--- config.mk ---
export PLATFORM = sky130hd
export DESIGN_NAME = bin_gray_arbiter
export DESIGN_NICKNAME = d
export VERILOG_FILES = /design/src/rtl/bin_gray_arbiter.sv
export SDC_FILE = /design/constraint.sdc
export NUM_CORES = 1
export LEC_CHECK = 0
export BUFFER_PORTS_ARGS = -buffer_cell sky130_fd_sc_hd__buf_4
export CAP_MARGIN = 30
export CORE_AREA = 2 2 39 41
export CTS_BUF_LIST = sky130_fd_sc_hd__clkbuf_8
export CTS_CLUSTER_DIAMETER = 100
export DETAILED_ROUTE_END_ITERATION = 6
export DIE_AREA = 0 0 41 43
export SETUP_SLACK_MARGIN = 0.05
export SYNTH_ARGS = -nofsm -noshare
export SYNTH_HDL_FRONTEND = slang
export SYNTH_SLANG_ARGS = --single-unit
export TNS_END_PERCENT = 20
--- constraint.sdc ---
create_clock -name clk -period 1.96 [get_ports clk]
set_clock_uncertainty 0.15 [all_clocks]
set_input_delay 0 -clock clk [delete_from_list [all_inputs] [get_ports clk]]
set_output_delay 0 -clock clk [all_outputs]
set_load 0.02 [all_outputs]
--- src/rtl/bin_gray_arbiter.sv ---
// bin_gray_arbiter: two-requester round-robin front end feeding one
// registered binary-to-Gray stage with a valid/ready output port.
// Optional feature macro: BIN_GRAY_ARB_PARITY_EN adds out_parity, the
// XOR-reduction of the held Gray word, registered alongside out_gray.
//
// Handshake semantics (all three ports): a transfer happens on a rising
// clock edge where valid and ready are both 1. Producers hold valid and
// data stable until ready is seen. Readies here are combinational from
// out_ready, a_valid and b_valid, and at most one input ready is high.
module bin_gray_arbiter #(
  parameter int Width = 3
) (
  input  logic             clk,
  input  logic             rst_n,
  input  logic             a_valid,
  output logic             a_ready,
  input  logic [Width-1:0] a_bin,
  input  logic             b_valid,
  output logic             b_ready,
  input  logic [Width-1:0] b_bin,
  output logic             out_valid,
  input  logic             out_ready,
  output logic [Width-1:0] out_gray,
`ifdef BIN_GRAY_ARB_PARITY_EN
  output logic             out_parity,
`endif
  output logic             out_id
);

  typedef enum logic {
    EMPTY = 1'b0,
    FULL  = 1'b1
  } state_e;

  state_e             state_q, state_d;
  logic [Width-1:0]   gray_q, gray_d;
  logic               id_q, id_d;
  logic               last_id_q, last_id_d;
  logic               can_accept;
  logic               grant_valid;
  logic               grant_id;
  logic               accept;
  logic [Width-1:0]   granted_bin;
`ifdef BIN_GRAY_ARB_PARITY_EN
  logic               parity_q, parity_d;
`endif

  // Arbitration, ready generation and next-state/result selection.
  always_comb begin
    state_d     = state_q;
    gray_d      = gray_q;
    id_d        = id_q;
    last_id_d   = last_id_q;
    grant_valid = 1'b0;
    grant_id    = 1'b0;
    granted_bin = a_bin;
    // The stage can take a new word when empty, or when the held result
    // leaves in this same cycle.
    can_accept  = (state_q == EMPTY) || out_ready;

    if (a_valid && b_valid) begin
      grant_valid = 1'b1;
      grant_id    = ~last_id_q;
    end else if (a_valid) begin
      grant_valid = 1'b1;
      grant_id    = 1'b0;
    end else if (b_valid) begin
      grant_valid = 1'b1;
      grant_id    = 1'b1;
    end

    granted_bin = grant_id ? b_bin : a_bin;
    accept      = can_accept && grant_valid;

    if (accept) begin
      state_d   = FULL;
      gray_d    = granted_bin ^ (granted_bin >> 1);
      id_d      = grant_id;
      last_id_d = grant_id;
    end else if (state_q == FULL && out_ready) begin
      state_d   = EMPTY;
    end
  end

`ifdef BIN_GRAY_ARB_PARITY_EN
  // Parity is computed from the word being loaded so it tracks out_gray.
  always_comb begin
    parity_d = parity_q;
    if (accept) parity_d = ^gray_d;
  end

  // Parity register, cleared with the rest of the result.
  always_ff @(posedge clk or negedge rst_n) begin
    if (!rst_n) parity_q <= 1'b0;
    else        parity_q <= parity_d;
  end

  assign out_parity = parity_q;
`endif

  // State and result registers; last_id resets to B so A wins first.
  always_ff @(posedge clk or negedge rst_n) begin
    if (!rst_n) begin
      state_q   <= EMPTY;
      gray_q    <= '0;
      id_q      <= 1'b0;
      last_id_q <= 1'b1;
    end else begin
      state_q   <= state_d;
      gray_q    <= gray_d;
      id_q      <= id_d;
      last_id_q <= last_id_d;
    end
  end

  assign a_ready   = accept && !grant_id;
  assign b_ready   = accept && grant_id;
  assign out_valid = (state_q == FULL);
  assign out_gray  = gray_q;
  assign out_id    = id_q;

endmodule

==> Word level (Yosys, flattened, before mapping) <==
Index checks and enable logic that the tools add are counted.
{ "op_classes": {"mux": 8, "n_bitwise": 3, "reduce_logical": 8} }
{ "op_table": {"columns": ["operator", "n"], "rows": [
  ["1-bit 2-to-1 mux", 7],
  ["1-bit logical AND", 5],
  ["3-bit 2-to-1 mux", 1],
  ["3-bit by 2-bit bitwise XOR with 3-bit output", 1],
  ["1-bit inverter", 2],
  ["2-bit nonzero test", 1],
  ["1-bit zero test", 1],
  ["1-bit logical OR", 1]
]} }
{ "totals": {"reg_bits": 6, "input_bits": 11, "output_inout_bits": 7, "word_cells": 23} }

==> Longest topological paths before layout <==
Gate-level depths: netlist of run 1.
{ "logic_depth": {"word_depth": 5, "mapped_depth": 3} }

==> Least setup slack after synthesis of run 1 <==
OpenSTA, ideal clock, no wires.
{ "synth_timing": {"path_kind": "register to register", "startpoint": "register last_id_q", "endpoint": "register gray_q[2], in the netlist out_gray[2]", "t_arrival_ns": 1.145, "required_ns": 1.685, "path_slack_ns": 0.541, "stages_incl_launch_ff": 4, "path_buffers": 0, "period_less_slack_ns": 1.419, "path_cell_list": "dfstp_2 > a21boi_4 > mux2_4 > mux2_2"} }
{ "synth_between": {"elab_chain_len": 4} }
{ "synth_rtl": {"columns": ["item", "line", "rtl"], "rows": [
  ["start, declared", "38", "logic last_id_q, last_id_d;"],
  ["start signal, assigned", "112", "last_id_q <= last_id_d;"],
  ["1-bit inverter", "63", "grant_id = ~last_id_q;"],
  ["1-bit 2-to-1 mux", "61", "if (a_valid && b_valid) begin"],
  ["3-bit 2-to-1 mux", "72", "granted_bin = grant_id ? b_bin : a_bin;"],
  ["3-bit by 2-bit bitwise XOR with 3-bit output", "77", "gray_d = granted_bin ^ (granted_bin >> 1);"],
  ["end signal, assigned", "110", "gray_q <= gray_d;"],
  ["end, declared", "36", "logic [Width-1:0] gray_q, gray_d;"]
]} }
Every way passes these cells.
A chain may end at the register's enable or synchronous reset.

==> Worst setup path in the final report of run 1 <==
{ "layout_timing": {"startpoint": "input port a_valid", "endpoint": "register gray_q[2], in the netlist out_gray[2]"} }
{ "layout_between": {"elab_chain_len": 4} }
{ "layout_rtl": {"columns": ["item", "line", "rtl"], "rows": [
  ["start, declared", "15", "input logic a_valid,"],
  ["1-bit 2-to-1 mux or 1-bit logical AND (tied branches)", "64, 61", null],
  ["1-bit 2-to-1 mux", "61", null],
  ["3-bit 2-to-1 mux", "72", null],
  ["3-bit by 2-bit bitwise XOR with 3-bit output", "77", null]
]} }
Several ways; a longest one is shown, not always the timed one.

==> results.yml, run 1 <==
status:
  run_status: "completed"
pwr:
  leakage_nw: 0.269
  pwr-share-clk_pct: 37.1
  vdd_drop_max_uv: 352
  seq_power_share_pct: 32.6
  p_per_area_nw_per_um2: 888
  switching_share_pct: 27.3
  p_int_w: 0.000372
  switchingPower_w: 0.000140
  power_w: 0.000511
  power_frac_comb_pct: 30.3
finish:
  drive_above_1_share_pct: 50.9
  diodes: 0
  nFillCells: 149
  nets: 65
  area_growth_pct: 78.3
synth:
  synth_area_leader_cell: "dfrtp_1"
  syn_area_um2: 323
  synth.avg_cell_area_um2: 12.4
  ys_types: 15
  synth_cells: 26
  seq_area_frac_synth_pct: 46.9
  ys_warn_count: 0
  synthTopCellsByArea: "dfrtp_1 (39%), xnor2_1 (11%), mux2_2 (10%)"
  synth_top_area_share_pct: 38.8
  ys_ff_latch: 6
  synth_nets: 37
route:
  drc: 0
  ant_nets: 0
  totalWireLength_um: 757
  first_pass_iters: 1
  routed-via-count: 300
  drt_iter0_markers: 0
  wl_per_cell_um: 11.0
  avgViaCountPerCell: 4.35
global_routing:
  grt_overflow: 0
  grt_usage_pct: 10.5
  grt_pass1_vias: 299
  grt_pass1_wl_um: 1150
  grt_start_max_net_pins: 6
  antenna_found_initial: 0
clock_network:
  path_clk_slew_ns: 0.03
  h-tree-depth: 1
  cts_root_buffer: "clkbuf_8"
  cts_inserted_buffers: 3
  clockBufferDepth: 2
  clock_sinks: 6
  insertion_delay_ns: 0.22
  cts_tree: "yes"
floorplanning:
  die_y_um: 43
  io_pins: 18
  die_x_um: 41
  coreArea_um2: 1380
  dieArea_um2: 1760
  row_count: 14
  initial_core_util_pct: 23.3
setup_path:
  startpoint_type: "input pin"
  slowest_delay_ns: 0.54
  slowest_stage: "dlygate4sd3_1"
  rrSetupSlack_ns: 0.43
  worst_ep_arrival_time_ns: 1.49
  crit_path_end_kind: "flip-flop"
  worstPathCellList: "dlygate4sd3_1 > buf_4 > a21boi_4 > mux2_4 > mux2_2"
  crit_type: "input pin to flip-flop"
  required_ns: 1.91
  path_max_fanout: 5
timing:
  hold_viol: 0
  fmax_ghz: 0.651
  grt_setup_unrepaired: "false"
  final_max_slew_viol_count: 0
  worstMarginPinSlew_ns: 0.435
  finalSetupTns_ns: 0
  finalCritPeriodShare_pct: 78.4
  fin_crit_ns: 1.54
  setup_viol_count_final: 0
  slew_headroom_pct: 70.8
place:
  numPortBuffers: 17
  hpwl_um: 560
  place_congestion: 0.610
min_path:
  hold_path.class: "input pin to flip-flop"
run:
  drv_cap: 0
through the flow:
stage                     hold WS, ns  utilization, %  area [um2]  std cells  setup WS [ns]
after CTS                     0.00868            41.6         576         69          0.415
after global routing           0.0148            41.6         576         69          0.336
final                         0.00893            41.6         576         69          0.423
after global placement         -0.338            34.0         470         59          0.531
after detailed placement       -0.336            34.0         470         59          0.510
after floorplan                -0.446               -         323         26          0.541
cells in the final DEF, fill, tap and decap left out:
| cell type | count |
|---|---|
| a31oi_1 | 1 |
| a21oi_1 | 1 |
| nand2b_1 | 1 |
| mux2_4 | 1 |
| dlygate4sd3_1 | 6 |
| dfrtp_1 | 5 |
| a21o_1 | 1 |
| inv_1 | 1 |
| xnor2_1 | 4 |
| a21boi_4 | 1 |
| clkbuf_8 | 3 |
| nand2_1 | 1 |
| o21ai_1 | 1 |
| and2_2 | 1 |
| buf_4 | 17 |
| mux2_2 | 3 |
| nor2_1 | 2 |
| dfstp_2 | 1 |
| mux2i_1 | 2 |
critical path, delay by kind of cell:
kind	cells	cell delay [ns]
buffers and inverters	2	0.70
multiplexers	2	0.57
AO/OA/AOI/OAI	1	0.22
flip-flops by register name, indices dropped and copies added (netlist names):
| signal | count |
|---|---|
| out_gray | 3 |
| last_id_q | 1 |
| out_id | 1 |
| out_valid | 1 |
power by group through the flow:
stage	clock (W)	combinational (W)	sequential [W]
floorplan	0	0.0000551	0.000188
finish	0.000190	0.000155	0.000167
global placement	0	0.000140	0.000168
CTS	0.000197	0.000157	0.000167
detailed placement	0	0.000142	0.000168
global route	0.000203	0.000168	0.000169
synthesized netlist by cell type:
master / count
nand2b_1: 1
mux2_2: 3
a31oi_1: 1
a21boi_4: 1
nor2_1: 2
a21o_1: 1
dfstp_2: 1
a21oi_1: 1
mux2_4: 1
dfrtp_1: 5
xnor2_1: 4
o21ai_1: 1
nand2_1: 1
and2_2: 1
mux2i_1: 2
cell families (layout without fill, tap and decap cells):
| kind of cell | Yosys count | after routing | synth area share, % |
|---|---|---|---|
| XOR/XNOR | 4 | 4 | 10.9 |
| AND/OR/NAND/NOR | 5 | 5 | 7.75 |
| AO/OA/AOI/OAI | 5 | 5 | 13.2 |
| flip-flops | 6 | 6 | 46.9 |
| buffers and inverters | 0 | 27 | 0 |
| multiplexers | 6 | 6 | 21.3 |
metal layers:
layer / vias to the layer above / GRT usage [%] / share of wire [%]
li1: 143 / - / -
met1: 139 / 10.5 / 41
met2: 18 / 15.0 / 46
met3: 0 / 6.28 / 13
met4: 0 / 8.00 / 0
met5: - / 0 / 0
final cells by class:
type                       instances  area, um2  share of cell area [%]
timing repair buffer              23        188                    32.6
multi-input combinational         20        171                    29.8
sequential                         6        151                    26.3
clock buffer                       3       41.3                    7.17
tap                               16       20.0                    3.48
clock inverter                     1       3.75                   0.652
path summary, 6_finish.rpt:
path                                       start                      end  cells after the start
max                                      a_valid  out_gray[2]$_DFFE_PN0N_                      5
min                                     b_bin[2]  out_gray[2]$_DFFE_PN0N_                      3
max reg2reg                out_valid$_DFFE_PN0P_    last_id_q$_DFFE_PN1N_                      4
min reg2reg                   out_id$_DFFE_PN0N_       out_id$_DFFE_PN0N_                      1
max in group asynchronous                  rst_n  out_gray[2]$_DFFE_PN0N_                      3
min in group asynchronous                  rst_n    last_id_q$_DFFE_PN1N_                      2
timing repair:
action	in CTS	in global routing
hold buffers	6	0
setup buffers	0	0
resized for setup	0	0
endpoints found under the hold margin	8	0
Note: power is estimated with default switching activity, not from simulation.
==> run 2, diff against run 1 <==
==> constraint.sdc (replaced) <==
create_clock -name clk -period 1.3 [get_ports clk]
set_clock_uncertainty 0.15 [all_clocks]
set_input_delay 0 -clock clk [delete_from_list [all_inputs] [get_ports clk]]
set_output_delay 0 -clock clk [all_outputs]
set_load 0.02 [all_outputs]
==> results.yml, run 2 (synthesis results as in run 1) <==
status:
  run_status: "complete, but fails checks"
  violations: "setup timing"
clock_network:
  cts_inserted_buffers: 3
  h-tree-depth: 1
  clockBufferDepth: 2
  cts_tree: "yes"
  insertion_delay_ns: 0.22
  cts_root_buffer: "clkbuf_8"
  path_clk_slew_ns: 0.04
  clock_sinks: 6
setup_path:
  crit_path_end_kind: "flip-flop"
  path_max_fanout: 3
  cp.depth: 3
  crit_family: "flip-flops"
  slowest_stage: "dfstp_2"
  required_ns: 1.26
  worst_ep_arrival_time_ns: 1.37
  startpoint_type: "flip-flop"
  worstPathCellList: "a21boi_4 > mux2_4 > mux2_2"
  slowest_delay_ns: 0.54
  crit_buf_inv: 0
  crit_type: "flip-flop to flip-flop"
  rr_worst_depth: 3
timing:
  grt_setup_unrepaired: "true"
  hold_viol: 0
  setup_ws_ns: -0.109
  fin_crit_ns: 1.41
  fmax_ghz: 0.710
  finalCritPeriodShare_pct: 108
  final_max_slew_viol_count: 0
  holdWs_ns: 0.00822
  setup_viol_count_final: 6
  worstMarginPinSlew_ns: 0.266
  slew_headroom_pct: 82.3
route:
  first_pass_iters: 1
  drc: 0
  routed-via-count: 310
  ant_nets: 0
  totalWireLength_um: 786
  avgViaCountPerCell: 4.25
  drt_iter0_markers: 0
  wl_per_cell_um: 10.8
pwr:
  seq_power_share_pct: 31.6
  switching_share_pct: 27.1
  pwr-share-clk_pct: 35.9
  switchingPower_w: 0.000215
  p_int_w: 0.000577
  power_frac_comb_pct: 32.5
  vdd_drop_max_uv: 670
  leakage_nw: 0.294
  p_per_area_nw_per_um2: 1290
floorplanning:
  coreArea_um2: 1380
  dieArea_um2: 1760
  initial_core_util_pct: 23.3
  die_x_um: 41
  row_count: 14
  die_y_um: 43
  io_pins: 18
finish:
  regArea_um2: 151
  nets: 69
  finalNonFillerCells: 73
  largest_reg_flops: 3
  final_cell_mix: "buf_4 (21), dlygate4sd3_1 (5), dfrtp_1 (5)"
  multi_input_area_um2: 176
  nFillCells: 134
  drive_above_1_share_pct: 57.9
  final_common_cell: "buf_4"
  diodes: 0
  area_growth_pct: 89.5
  fin_util_pct: 44.2
global_routing:
  grt_start_max_net_pins: 6
  antenna_found_initial: 0
  grt_overflow: 0
  grt_pass1_vias: 304
  grt_usage_pct: 10.5
  grt_pass1_wl_um: 1200
run:
  drv_cap: 0
min_path:
  hold_path.class: "input pin to flip-flop"
  holdPathStages: 3
place:
  place_congestion: 0.663
  numPortBuffers: 17
  dp_cells: 63
  hpwl_um: 586
[run 2: cell count changes in the layout (fill, tap and decap cells not counted), sizes merged]
cell	previous run	this run
buf	17	22
dlygate4sd3	6	5
[run 2: cell type report]
class,instances,share of cell area [%]
sequential,6,24.7
clock buffer,3,6.75
tap,16,3.27
timing repair buffer,27,35.8
clock inverter,1,0.613
multi-input combinational,20,28.8
[run 2: repair_timing]
action,in CTS,in global routing
gates resized for setup,3,0
pin swaps,1,1
endpoints found under the setup margin,6,6
setup buffers,1,0
hold buffers,5,0
hold endpoints to repair,9,0
[run 2: routing by layer]
layer | global-route usage (%) | wire length (um) | vias up
met1 | 12.4 | 323 | 140
met5 | 0 | 0 | -
met4 | 6.00 | 0 | 0
li1 | - | - | 152
met3 | 4.19 | 92 | 0
met2 | 15.3 | 369 | 18
[run 2: worst reg2reg max path: stages (launching register included)]
cell,delay [ns]
dfstp_2,0.54
a21boi_4,0.06
mux2_4,0.29
mux2_2,0.25
[run 2: worst paths after layout]
| kind | startpoint | end | slack (ns) |
|---|---|---|---|
| hold / removal | a_bin[2] | out_gray[2]$_DFFE_PN0N_ | 0.008 |
| hold reg to reg | out_id$_DFFE_PN0N_ | out_id$_DFFE_PN0N_ | 0.33 |
| max in group asynchronous | rst_n | out_id$_DFFE_PN0N_ | 0.22 |
| setup reg to reg | last_id_q$_DFFE_PN1N_ | out_gray[2]$_DFFE_PN0N_ | -0.11 |
| min in group asynchronous | rst_n | last_id_q$_DFFE_PN1N_ | 0.12 |
| setup / recovery | last_id_q$_DFFE_PN1N_ | out_gray[2]$_DFFE_PN0N_ | -0.11 |
[run 2: power groups by stage]
stage               Combinational [W]  Sequential (W)  Clock, W
finish                       0.000257        0.000250  0.000285
global route                 0.000277        0.000253  0.000314
CTS                          0.000261        0.000249  0.000297
detailed placement           0.000231        0.000252         0
global placement             0.000228        0.000253         0
floorplan                   0.0000830        0.000284         0
[run 2: per-stage QoR]
step | setup slack (ns) | setup TNS, ns | total power (W) | cell area, um2
finish | -0.109 | -0.398 | 0.000792 | 612
global route | -0.133 | -0.606 | 0.000844 | 612
CTS | -0.118 | -0.456 | 0.000807 | 612
detailed placement | -0.129 | -0.375 | 0.000483 | 500
global placement | -0.114 | -0.314 | 0.000481 | 500
floorplan | -0.119 | -0.320 | 0.000367 | 323
==> run 3, diff against run 2 <==
--- a/config.mk
+++ b/config.mk
@@ -5,13 +5,13 @@
 export SDC_FILE = /design/constraint.sdc
 export NUM_CORES = 1
 export LEC_CHECK = 0
-export BUFFER_PORTS_ARGS = -buffer_cell sky130_fd_sc_hd__buf_4
 export CAP_MARGIN = 30
 export CORE_AREA = 2 2 39 41
 export CTS_BUF_LIST = sky130_fd_sc_hd__clkbuf_8
 export CTS_CLUSTER_DIAMETER = 100
 export DETAILED_ROUTE_END_ITERATION = 6
 export DIE_AREA = 0 0 41 43
+export DONT_BUFFER_PORTS = 1
 export SETUP_SLACK_MARGIN = 0.05
 export SYNTH_ARGS = -nofsm -noshare
 export SYNTH_HDL_FRONTEND = slang
==> results.yml, run 3 (synthesis results as in run 1) <==
status:
  run_status: "complete, but fails checks"
  violations: "hold timing, setup timing"
pwr:
  leakage_nw: 0.243
  p_per_area_nw_per_um2: 1350
  vdd_drop_max_uv: 715
global_routing:
  antenna_found_initial: 0
  grt_start_max_net_pins: 7
  grt_pass1_vias: 316
  grt_usage_pct: 11.4
  grt_overflow: 0
  grt_pass1_wl_um: 1250
setup_path:
  crit_type: "flip-flop to flip-flop"
  startpoint_type: "flip-flop"
  worst_ep_arrival_time_ns: 1.37
  rr_worst_depth: 3
  rrSetupSlack_ns: -0.11
  crit_path_end_kind: "flip-flop"
  r2r-end: "out_gray[2]$_DFFE_PN0N_"
  required_ns: 1.25
  path_max_fanout: 2
  r2r_start: "last_id_q$_DFFE_PN1N_"
clock_network:
  clock_sinks: 6
  insertion_delay_ns: 0.22
  cts_hold_buffers: 8
  path_clk_slew_ns: 0.04
  clockBufferDepth: 2
  postCtsSetupBuffers: 0
  cts_inserted_buffers: 3
  cts_tree: "yes"
  h-tree-depth: 1
  cts_root_buffer: "clkbuf_8"
floorplanning:
  die_x_um: 41
  io_pins: 18
  initial_core_util_pct: 23.3
  die_y_um: 43
  row_count: 14
  coreArea_um2: 1380
  dieArea_um2: 1760
timing:
  final_max_slew_viol_count: 0
  setup_ws_ns: -0.115
  grt_setup_unrepaired: "true"
  finalCritPeriodShare_pct: 109
  slew_headroom_pct: 81.3
  setup_viol_count_final: 5
  holdWs_ns: -0.0395
  worstMarginPinSlew_ns: 0.280
  fin_crit_ns: 1.41
  fmax_ghz: 0.707
  hold_viol: 5
route:
  routed.top_layer: "met3"
  dr_wl_met3_um: 107
  drc: 0
  first_pass_iters: 2
  route.met2.wl_um: 388
  wl_per_cell_um: 13.0
  avgViaCountPerCell: 4.40
  routed-via-count: 273
  wl_met1_um: 309
  ant_nets: 0
  totalWireLength_um: 805
  drt_iter0_markers: 3
min_path:
  worstHoldEndpoint: "out_gray[2]$_DFFE_PN0N_"
  holdPathStages: 2
  hold_path.class: "input pin to flip-flop"
  hp-start: "a_valid"
place:
  place_congestion: 0.681
  dp_cells: 50
  numPortBuffers: 0
  hpwl_um: 597
  place_ws_ns: -0.112
finish:
  drive_above_1_share_pct: 43.5
  final_common_cell: "dlygate4sd3_1"
  diodes: 0
  nets: 58
  area_growth_pct: 72.1
  finalNonFillerCells: 62
  fin_util_pct: 40.1
  largest_reg_flops: 3
  final_cell_mix: "dlygate4sd3_1 (8), dfrtp_1 (5), xnor2_1 (4), buf_6 (4), buf_4 (4)"
run:
  drv_cap: 0
[run 3: changes by cell type in the layout (fill, tap and decap cells not counted), sizes merged]
cell         delta
dlygate4sd3     +3
buf            -14
[run 3: power by group]
| part | internal, W | switching (W) |
|---|---|---|
| Sequential | 0.000227 | 0.0000593 |
| Combinational | 0.000110 | 0.0000690 |
| Clock | 0.000203 | 0.0000811 |
[run 3: worst max-delay path by stage]
stage,start,end,cells past startpoint
after floorplan,last_id_q$_DFFE_PN1N_,out_gray[2]$_DFFE_PN0N_,3
after global placement,last_id_q$_DFFE_PN1N_,out_gray[2]$_DFFE_PN0N_,3
after detailed placement,last_id_q$_DFFE_PN1N_,out_gray[2]$_DFFE_PN0N_,3
after CTS,last_id_q$_DFFE_PN1N_,out_gray[2]$_DFFE_PN0N_,3
after global routing,last_id_q$_DFFE_PN1N_,a_ready,5
final,last_id_q$_DFFE_PN1N_,out_gray[2]$_DFFE_PN0N_,3
[run 3: area by class of cell]
cell class	count	area, um2
Clock buffer	3	41.3
Clock inverter	1	3.75
Fill cell	132	828
Multi-Input combinational cell	20	184
Sequential cell	6	151
Tap cell	16	20.0
Timing Repair Buffer	16	155
[run 3: timing repair]
item / in CTS / in global routing
endpoints found under the hold margin: 11 / 3
pin swaps: 1 / 0
setup endpoints to repair: 6 / 6
resized for setup: 7 / 1
[run 3: metal layers]
layer	vias up	track usage (%)
met1	121	12.4
met5	-	0
met2	21	16.6
met4	0	4.00
li1	131	-
met3	0	8.38
[run 3: critical path: stages (launching register included)]
cell      delay [ns]
dfstp_2         0.54
a21boi_4        0.07
mux2_4          0.29
mux2_2          0.25
[run 3: per-stage QoR]
stage               TNS, ns  hold WS [ns]  area, um2  power (W)
CTS                  -0.452       -0.0521        552   0.000763
detailed placement   -0.362        -0.445        403   0.000424
finish               -0.422       -0.0395        556   0.000749
global route         -0.640       -0.0377        556   0.000796
global placement     -0.272        -0.445        403   0.000413
floorplan            -0.320        -0.446        323   0.000367
